## src/rtl/logic_gate_pipe.sv

```systemverilog
// Two-stage registered bitwise reduction of NUM_IN operands with valid/ready
// handshakes on both sides; S1 captures operands, S2 holds the computed result.
module logic_gate_pipe #(
    parameter int WIDTH  = 8,
    parameter int NUM_IN = 2
) (
    input  logic                    clk,
    input  logic                    rst_n,
    input  logic                    in_valid,
    output logic                    in_ready,
    input  logic [NUM_IN*WIDTH-1:0] in_data,
    input  logic [2:0]              op,
    output logic                    out_valid,
    input  logic                    out_ready,
    output logic [WIDTH-1:0]        out,
    output logic                    out_any,
    output logic                    op_err
);

    localparam logic [2:0] OP_OR   = 3'd0;
    localparam logic [2:0] OP_AND  = 3'd1;
    localparam logic [2:0] OP_XOR  = 3'd2;
    localparam logic [2:0] OP_NOR  = 3'd3;
    localparam logic [2:0] OP_NAND = 3'd4;
    localparam logic [2:0] OP_XNOR = 3'd5;

    logic                    s1_valid_reg;
    logic [NUM_IN*WIDTH-1:0] s1_data_reg;
    logic [2:0]              s1_op_reg;
    logic                    s2_valid_reg;
    logic [WIDTH-1:0]        out_reg;
    logic                    out_any_reg;
    logic                    op_err_reg;

    logic                    adv1;
    logic                    adv2;
    logic [WIDTH-1:0]        operand [NUM_IN];
    logic [WIDTH-1:0]        or_all;
    logic [WIDTH-1:0]        and_all;
    logic [WIDTH-1:0]        xor_all;
    logic [WIDTH-1:0]        result_next;
    logic                    err_next;

    // S2 may take S1 when it is empty or being drained this same edge.
    assign adv2      = s1_valid_reg & (~s2_valid_reg | out_ready);
    assign in_ready  = ~s1_valid_reg | adv2;
    assign adv1      = in_valid & in_ready;
    assign out_valid = s2_valid_reg;
    assign out       = out_reg;
    assign out_any   = out_any_reg;
    assign op_err    = op_err_reg;

    generate
        for (genvar gi = 0; gi < NUM_IN; gi++) begin : g_operand
            assign operand[gi] = s1_data_reg[gi*WIDTH +: WIDTH];
        end
    endgenerate

    always_comb begin
        or_all  = operand[0];
        and_all = operand[0];
        xor_all = operand[0];
        for (int k = 1; k < NUM_IN; k++) begin
            or_all  = or_all  | operand[k];
            and_all = and_all & operand[k];
            xor_all = xor_all ^ operand[k];
        end
    end

    always_comb begin
        result_next = '0;
        err_next    = 1'b0;
        case (s1_op_reg)
            OP_OR:   result_next = or_all;
            OP_AND:  result_next = and_all;
            OP_XOR:  result_next = xor_all;
            OP_NOR:  result_next = ~or_all;
            OP_NAND: result_next = ~and_all;
            OP_XNOR: result_next = ~xor_all;
            default: err_next    = 1'b1;
        endcase
    end

    always_ff @(posedge clk or negedge rst_n) begin
        if (!rst_n) begin
            s1_valid_reg <= 1'b0;
            s1_data_reg  <= '0;
            s1_op_reg    <= '0;
        end else if (adv1) begin
            s1_valid_reg <= 1'b1;
            s1_data_reg  <= in_data;
            s1_op_reg    <= op;
        end else if (adv2) begin
            s1_valid_reg <= 1'b0;
        end
    end

    // Result registers only move on adv2, so they hold while stalled.
    always_ff @(posedge clk or negedge rst_n) begin
        if (!rst_n) begin
            s2_valid_reg <= 1'b0;
            out_reg      <= '0;
            out_any_reg  <= 1'b0;
            op_err_reg   <= 1'b0;
        end else if (adv2) begin
            s2_valid_reg <= 1'b1;
            out_reg      <= result_next;
            out_any_reg  <= |result_next;
            op_err_reg   <= err_next;
        end else if (out_ready) begin
            s2_valid_reg <= 1'b0;
        end
    end

endmodule

```

## config.mk

```make
export PLATFORM = sky130hd
export DESIGN_NAME = logic_gate_pipe
export DESIGN_NICKNAME = d
export VERILOG_FILES = /design/src/rtl/logic_gate_pipe.sv
export SDC_FILE = /design/constraint.sdc
export NUM_CORES = 1
export LEC_CHECK = 0
export ABC_AREA = 1
export CAP_MARGIN = 30
export CORE_MARGIN = 2
export CORE_UTILIZATION = 52
export DETAILED_ROUTE_END_ITERATION = 10
export PLACE_DENSITY = 0.81
export SLEW_MARGIN = 40
export SYNTH_ARGS = -nofsm -noshare
export SYNTH_HDL_FRONTEND = slang
export SYNTH_SLANG_ARGS = --single-unit
```

## constraint.sdc

```tcl
create_clock -name clk -period 1.6 [get_ports clk]
set_clock_uncertainty 0.05 [all_clocks]
set_input_delay 0.16 -clock clk [delete_from_list [all_inputs] [get_ports clk]]
set_output_delay 0.16 -clock clk [all_outputs]
set_load 0.1 [all_outputs]
```

---- Yosys cells after proc, flatten, opt, wreduce, memory -nomap -nowiden ----
Cells that the tools add are included.
cells by class
  add/subtract/negate cells ............... 0
  multipliers ............................. 0
  div/mod/pow operators ................... 0
  magnitude comparators ................... 0
  equality and inequality tests ........... 5
  shift operators ......................... 0
  muxes and demuxes ....................... 6
  bitwise logic cells ..................... 12
  reduce and logical (&&, ||, !) cells .... 5
operator list
  cell                number
  $pmux 8 s6          1
  $not 8->8           3
  $and 8x8->8         1
  $or 8x8->8          1
  $reduce_or 8->1     1
  $xor 8x8->8         1
  $eq 3x2->1 const B  2
  $eq 3x3->1 const B  2
  $reduce_or 6->1     1
  $mux 1              5
  $reduce_bool 2->1   2
  $eq 3x1->1 const B  1
  $logic_not 3->1     1
  $and 1x1->1         2
  $not 1->1           2
  $or 1x1->1          2
word-level totals
  register bits ........................... 31
  latch bits .............................. 0
  RAM bits ................................ 0
  bits in read-only memories .............. 0
  output and inout port bits .............. 12
  logic and storage cells ................. 35
  memories ................................ 0

---- Depth between registers and ports, before layout ----
Gate-level depths: netlist of run 1.
  depth in word-level cells ............... 6
  gate-level depth with buffers ........... 11
  depth with buffers taken out ............ 11

---- Least setup slack after synthesis of run 1 ----
Ideal clock, no wire load.
  path type ............................... register to register
  start point ............................. register s2_valid_reg, in the netlist out_valid
  end point ............................... register s1_valid_reg
  library setup time ...................... 0.162 ns
  data arrival time ....................... 2.698 ns
  required time ........................... 1.388 ns
  setup slack ............................. -1.310 ns
  stages on the path, launching flop included .. 6
  path through ............................ dfrtp_1 > nand3_1 > nand2_1 > buf_2 > buf_2 > nand2_1
on the way
  cells in the longest elaborated chain, start to end .. 6
  elaborated cells between the ends (all ways) .. 7
  classes of those cells .................. mux (1); bitwise (5); reduce/logical (1)
RTL lines
  item                                         line  source
  from (decl)                                  30    logic s2_valid_reg;
  from (signal assigned)                       101   s2_valid_reg <= 1'b0;
  from (signal assigned)                       106   s2_valid_reg <= 1'b1;
  from (signal assigned)                       111   s2_valid_reg <= 1'b0;
  $not 1->1 *                                  45    assign adv2 = s1_valid_reg & (~s2_valid_reg | out_ready);
  $or 1x1->1 *                                 45
  $and 1x1->1 *                                45
  $or 1x1->1 *                                 46    assign in_ready = ~s1_valid_reg | adv2;
  via in_ready                                 10    output logic in_ready,
  $and 1x1->1 *                                47    assign adv1 = in_valid & in_ready;
  $mux 1 or $reduce_bool 2->1 (tied branches)  -
  to (signal assigned)                         86    s1_valid_reg <= 1'b0;
  to (signal assigned)                         90    s1_valid_reg <= 1'b1;
  to (signal assigned)                         94    s1_valid_reg <= 1'b0;
  to (decl)                                    27    logic s1_valid_reg;
The timed path passes the listed nets; every way through them passes the cells marked *.
A chain may end at the register's enable or synchronous reset.

---- Worst setup path in the final report of run 1 ----
  start point ............................. register s1_data_reg[8]
  end point ............................... register out_any_reg, in the netlist out_any
on the way
  cells in the longest elaborated chain, start to end .. 4
  elaborated cells between the ends (all ways) .. 8
  classes of those cells .................. mux (1); bitwise (6); reduce/logical (1)
RTL lines
  item                                 line        source
  from (decl)                          28          logic [NUM_IN*WIDTH-1:0] s1_data_reg;
  from (signal assigned)               91          s1_data_reg <= in_data;
  $xor 8x8->8 (tied with other cells)  66          xor_all = xor_all ^ operand[k];
  $not 8->8 (on tied branches)         79, 77, 78
  $pmux 8 s6 *                         73          case (s1_op_reg)
  $reduce_or 8->1 *                    108         out_any_reg <= |result_next;
  to (signal assigned)                 108
  to (decl)                            32          logic out_any_reg;
Mark *: on every way between the ends. The rest lies on a longest branch, timed or not.

==> results of run 1 <==
==> Yosys cell counts, types with 2 or more instances <==
cell | count | area share (%)
nand4_1 | 7 | 2.3
dfrtp_1 | 31 | 41
a21oi_1 | 19 | 5.0
mux2i_1 | 2 | 1.1
nand2_1 | 39 | 7.7
a31oi_1 | 3 | 0.99
nand3_2 | 2 | 1.1
buf_2 | 4 | 1.1
clkbuf_1 | 3 | 0.59
nand3_1 | 14 | 3.7
ha_1 | 16 | 11
inv_1 | 33 | 6.5
o21ai_1 | 3 | 0.79
nor2_1 | 49 | 9.7
nand3b_1 | 2 | 0.79
nor2_2 | 5 | 1.6
o21ai_0 | 3 | 0.79
==> layout make-up <==
class	instances	share of cell area (%)
Sequential cell	31	30.2
Clock buffer	8	2.66
Multi-Input combinational cell	171	38.2
Inverter	36	5.31
Timing Repair Buffer	45	21.4
Tap cell	46	2.22
==> per-layer routing <==
| layer | wire length [µm] | track usage, % | up-vias |
|---|---|---|---|
| met4 | 51 | 7.98 | 0 |
| met1 | 1820 | 30.0 | 834 |
| met5 | 0 | 0 | - |
| li1 | - | - | 862 |
| met3 | 180 | 3.65 | 6 |
| met2 | 2200 | 37.6 | 46 |
==> stage by stage <==
stage                     instances  worst slack (ns)
after global routing            337            -0.129
after floorplan                 246           -0.0586
after CTS                       332            0.0120
after global placement          324            0.0658
final                           337           -0.0274
after detailed placement        324            0.0134
==> power breakdown <==
group          leakage, µW  switching (µW)  total (µW)  internal (µW)
combinational     0.000905            1320        2070            749
clock            0.0000386             260         518            258
sequential        0.000351             177        1140            962
total              0.00129            1760        3730           1970
==> logic make-up (layout without fill, tap and decap cells) <==
| kind of cell | after synthesis | in the layout |
|---|---|---|
| multiplexers | 2 | 2 |
| buffers and inverters | 44 | 89 |
| flip-flops | 31 | 31 |
| AO/OA/AOI/OAI | 30 | 30 |
| AND/OR/NAND/NOR | 123 | 123 |
| adder cells (fa/ha/maj) | 16 | 16 |
==> worst max-delay path by stage <==
stage | from | endpoint | slack (ns) | cells past startpoint
after floorplan | out_valid | s1_data_reg[6] | -0.06 | 5
after global placement | s1_op_reg[0] | out_any | 0.07 | 9
after detailed placement | s1_op_reg[0] | out_any | 0.01 | 9
after CTS | s1_op_reg[1] | out_any | 0.01 | 9
after global routing | s1_data_reg[0] | out_any | -0.13 | 11
final | s1_data_reg[8] | out_any | -0.03 | 11
==> timing repair <==
action / CTS / global route
pin swaps: 1 / 9
setup endpoints to repair: 1 / 2
gates resized for setup: 2 / 5
setup buffers: 0 / 5
hold buffers: 0 / 0
==> results.py, run 1 <==
metrics = {
    "clock_network": {
        "cts.clk_slew.worst_paths_ns": 0.10,
        "worstSkewPairLatency_ns": 0.33,
        "cts_sinks": 31,
        "tritoncts": "done",
        "cts.path.max_buffers": 2,
        "root_buffer": "clkbuf_4",
        "cts_made_buffers": 5,
        "htreeDepth": 2,
    },
    "floorplanning": {
        "ioPinCount": 35,
        "rows": 21,
        "die_y_um": 64.5,
        "coreArea_um2": 3420,
        "die_w_um": 64.5,
        "start_util_pct": 55.7,
        "dieArea_um2": 4160,
    },
    "route": {
        "wl_per_cell_um": 12.6,
        "postRouteAntennaNets": 0,
        "num_vias": 1748,
        "via_per_inst": 5.19,
        "drt-initial-drc-count": 65,
        "drt_wl_total_um": 4260,
        "dr.pass1.iters": 5,
        "drcViolationCount": 0,
    },
    "cells_and_area": {
        "fin_util_pct": 75.8,
        "layout_common_cells": "47 x nor2_1, 38 x nand2_1, 31 x inv_1",
        "drive_gt1_share_pct": 18.6,
        "synthToLayoutAreaGrowth_pct": 36.1,
        "antenna_cells": 0,
        "seq_area_um2": 782,
        "multi_input_area_um2": 988,
        "fin_area_um2": 2590,
        "final_common_cell": "nor2_1",
        "largest_reg_flops": 16,
        "nets": 329,
        "fillers": 267,
    },
    "yosys": {
        "syn_area_per_cell_um2": 7.74,
        "synth-main-ff-cell": "dfrtp_1",
        "ys_seq_elements": 31,
        "syn_inst": 246,
        "ys_async_sr_fraction_pct": 100,
        "synthAdderAreaFrac_pct": 10.5,
        "synthMuxAreaShare_pct": 1.05,
        "synth_xor_xnor_area_share_pct": 0,
        "synthSimpleGateAreaFrac_pct": 29.6,
        "synth.distinct_cells": 28,
        "synth_top_family_by_area": "simple AND/OR/NAND/NOR gates",
        "synth-compound-area-share_pct": 8.81,
        "synth_seq_area_share_pct": 40.8,
        "syn_area_um2": 1900,
        "synth_edf_count": 0,
        "synthesis.nets": 285,
        "yosys_warnings": 0,
    },
    "critical_path": {
        "cpMostUsedCell": "nor2_1",
        "cp_slowest_stage_delay_ns": 0.35,
        "critPathKind": "reg -> reg",
        "crit_arrival_ns": 1.80,
        "reg2regPathDepth": 11,
        "path_max_fanout": 2,
        "r2r_end": "out_any",
        "r2r_setup_slack_ns": -0.03,
        "cp_cell_sequence": "inv_1, ha_4, inv_2, nand4_1, nand2_1, nor2_2, nand2_1, nor2_1, nand3_1, nor2_1, nor2_1",
        "endpoint_kind": "flop",
        "rr_startpoint": "s1_data_reg[8]",
        "startpoint_type": "flop",
        "critical-path-slowest-cell": "dfrtp_1",
        "cpLargestDelayFamily": "simple AND/OR/NAND/NOR gates",
        "path_buf_inv": 2,
        "worstPathRequired_ns": 1.77,
    },
    "power_and_ir_drop": {
        "leakagePower_uw": 0.00129,
        "p_per_area_nw_per_um2": 1440,
        "ir_worst_vdd_v": 0.000613,
        "p_total_uw": 3730,
    },
    "grt": {
        "antenna_found_initial": 0,
        "grt_overflow": 0,
        "grt_first_pass_wirelength_um": 7400,
        "grt_max_degree": 40,
        "grt_pass1_vias": 1658,
        "grt_usage_pct": 22.6,
    },
    "timing": {
        "min_period_ns": 1.63,
        "min_period_over_period_pct": 102,
        "maxSlewHeadroom_pct": 76.2,
        "maxSlewViolCount": 0,
        "worstMarginPinSlew_ns": 0.356,
        "finalSetupViolations": 1,
        "hold-worst-slack_ns": 0.130,
        "grt_setup_unrepaired": "yes",
        "hold_viol_final": 0,
        "layout_setup_ws_ns": -0.0274,
        "clock.fmax_mhz": 614,
        "fin_setup_tns_ns": -0.0274,
    },
    "worst_hold_path": {
        "hold_path_class": "in -> async",
    },
    "placed_design": {
        "port_buffers": 34,
        "placed_cell_area_um2": 2460,
        "place.gp.congestion": 0.867,
        "dp_hpwl_um": 3240,
    },
    "flow_run": {
        "maxCapViolations": 0,
    },
    "outcome": {
        "status": "finished, violations left",
        "violations": "setup timing",
    },
}
Note: power is estimated with default switching activity, not from simulation.
==> run 2, diff against run 1 <==
--- a/config.mk
+++ b/config.mk
@@ -7,7 +7,7 @@
 export LEC_CHECK = 0
 export ABC_AREA = 1
 export CAP_MARGIN = 30
-export CORE_MARGIN = 2
+export CORE_MARGIN = 4
 export CORE_UTILIZATION = 52
 export DETAILED_ROUTE_END_ITERATION = 10
 export PLACE_DENSITY = 0.81
==> constraint.sdc (replaced) <==
create_clock -name clk -period 1.6 [get_ports clk]
set_clock_uncertainty 0.05 [all_clocks]
set_input_delay 0.16 -clock clk [delete_from_list [all_inputs] [get_ports clk]]
set_output_delay 0.16 -clock clk [all_outputs]
set_load 0.01 [all_outputs]
==> results.py, run 2 (same netlist as run 1, synthesis figures left out) <==
metrics = {
    "critical_path": {
        "cp_cell_sequence": "inv_1, ha_1, inv_1, nor2_1, nor2_1, nand3_1, nor2_1, nand3_1, nor2_1, nor2_1",
        "startpoint_type": "flop",
        "critical-path-slowest-cell": "dfrtp_1",
        "rr_startpoint": "s1_data_reg[7]",
        "crit_arrival_ns": 1.63,
        "r2r_setup_slack_ns": 0.08,
        "cpLargestDelayFamily": "simple AND/OR/NAND/NOR gates",
        "path_max_fanout": 2,
        "reg2regPathDepth": 10,
        "critPathKind": "reg -> reg",
        "cp_slowest_stage_delay_ns": 0.35,
        "path_buf_inv": 2,
        "worstPathRequired_ns": 1.71,
        "cpMostUsedCell": "nor2_1",
        "endpoint_kind": "flop",
        "r2r_end": "out_any",
    },
    "route": {
        "postRouteAntennaNets": 0,
        "drt_wl_total_um": 3920,
        "wl_per_cell_um": 11.7,
        "drcViolationCount": 0,
        "num_vias": 1698,
        "via_per_inst": 5.05,
        "dr.pass1.iters": 4,
        "drt-initial-drc-count": 161,
    },
    "placed_design": {
        "port_buffers": 34,
        "dp_hpwl_um": 2960,
        "place_inst": 326,
        "place.gp.congestion": 0.888,
        "placed_cell_area_um2": 2330,
    },
    "timing": {
        "min_period_ns": 1.52,
        "worstMarginPinSlew_ns": 0.380,
        "min_period_over_period_pct": 94.8,
        "hold_viol_final": 0,
        "maxSlewViolCount": 0,
        "maxSlewHeadroom_pct": 74.7,
        "grt_setup_unrepaired": "yes",
        "finalSetupViolations": 0,
        "hold-worst-slack_ns": 0.222,
        "clock.fmax_mhz": 659,
    },
    "power_and_ir_drop": {
        "swShare_pct": 33.6,
        "seq_power_share_pct": 37.8,
        "clockPowerShare_pct": 23.1,
        "internal_power_uw": 1880,
        "p_per_area_nw_per_um2": 1140,
        "switching_power_uw": 952,
        "leakagePower_uw": 0.00123,
        "ir_worst_vdd_v": 0.000591,
        "combinationalPowerShare_pct": 39.0,
    },
    "flow_run": {
        "maxCapViolations": 0,
    },
    "grt": {
        "antenna_found_initial": 0,
        "grt_usage_pct": 18.4,
        "grt_overflow": 0,
        "grt_first_pass_wirelength_um": 6560,
        "grt_pass1_vias": 1521,
        "grt_max_degree": 40,
    },
    "clock_network": {
        "root_buffer": "clkbuf_8",
        "htreeDepth": 2,
        "cts.clk_slew.worst_paths_ns": 0.06,
        "tritoncts": "done",
        "cts_sinks": 31,
        "cts.path.max_buffers": 2,
        "cts_made_buffers": 5,
        "worstSkewPairLatency_ns": 0.27,
    },
    "cells_and_area": {
        "antenna_cells": 0,
        "synthToLayoutAreaGrowth_pct": 31.2,
        "layout_common_cells": "47 x nor2_1, 39 x nand2_1, 33 x clkdlybuf4s50_1",
        "nets": 328,
        "fin_area_um2": 2500,
        "largest_reg_flops": 16,
        "final_common_cell": "nor2_1",
        "drive_gt1_share_pct": 15.2,
        "final_cells": 336,
    },
    "floorplanning": {
        "dieArea_um2": 4690,
        "coreArea_um2": 3440,
        "rows": 21,
        "start_util_pct": 55.3,
        "die_y_um": 68.5,
        "die_w_um": 68.5,
        "ioPinCount": 35,
    },
    "worst_hold_path": {
        "hold_path_class": "in -> async",
    },
    "outcome": {
        "status": "finished, final reports clean",
    },
}
[run 2: how the worst max path moves through the flow]
stage                               start  endpoint  slack, ns  cells past startpoint
after global routing      s1_data_reg[11]   out_any      -0.04                     11
final                      s1_data_reg[7]   out_any       0.08                     10
after floorplan            s1_data_reg[0]   out_any       0.21                     11
after global placement     s1_data_reg[6]   out_any       0.08                     10
after detailed placement   s1_data_reg[8]   out_any       0.06                     11
after CTS                    s1_op_reg[1]   out_any       0.03                      9
[run 2: routing by layer]
metal	vias up	GRT usage, %	wire length, µm
met5	-	0	0
met4	0	7.69	43
met3	7	2.59	165
met2	44	29.4	1860
met1	782	24.8	1850
li1	865	-	-
[run 2: cell type report]
cell class	count	area, µm²
sequential	31	778
clock buffer	8	100
inverter	36	138
timing repair buffer	44	430
fill	272	945
multi-input combinational	171	993
tap	46	57.6
[run 2: metrics by stage]
step / power (µW) / setup WS (ns) / TNS, ns / utilization, %
after global placement: 2100 / 0.0828 / 0 / 67.8
after CTS: 2800 / 0.0307 / 0 / 70.7
after detailed placement: 2130 / 0.0638 / 0 / 67.8
after global routing: 3030 / -0.0422 / -0.0422 / 72.6
after floorplan: 1680 / 0.211 / 0 / -
final: 2840 / 0.0825 / 0 / 72.6
[run 2: timing repair]
item                       4_1_cts  5_1_grt
setup endpoints to repair        0        3
setup buffers                    0        2
hold endpoints to repair         0        0
hold buffers                     0        0
resized for setup                0       14
[run 2: worst reg2reg max path: stages (launching register included)]
cell and delay (ns):
dfrtp_1 0.35, inv_1 0.07, ha_1 0.33, inv_1 0.06
nor2_1 0.04, nor2_1 0.09, nand3_1 0.08, nor2_1 0.12
nand3_1 0.09, nor2_1 0.08, nor2_1 0.04
[run 2: power groups by stage]
stage / combinational, µW / sequential, µW / clock [µW]
after floorplan: 568 / 1110 / 0
after global placement: 1030 / 1070 / 0
after detailed placement: 1050 / 1080 / 0
after CTS: 1060 / 1070 / 668
after global routing: 1230 / 1100 / 703
final: 1110 / 1070 / 656
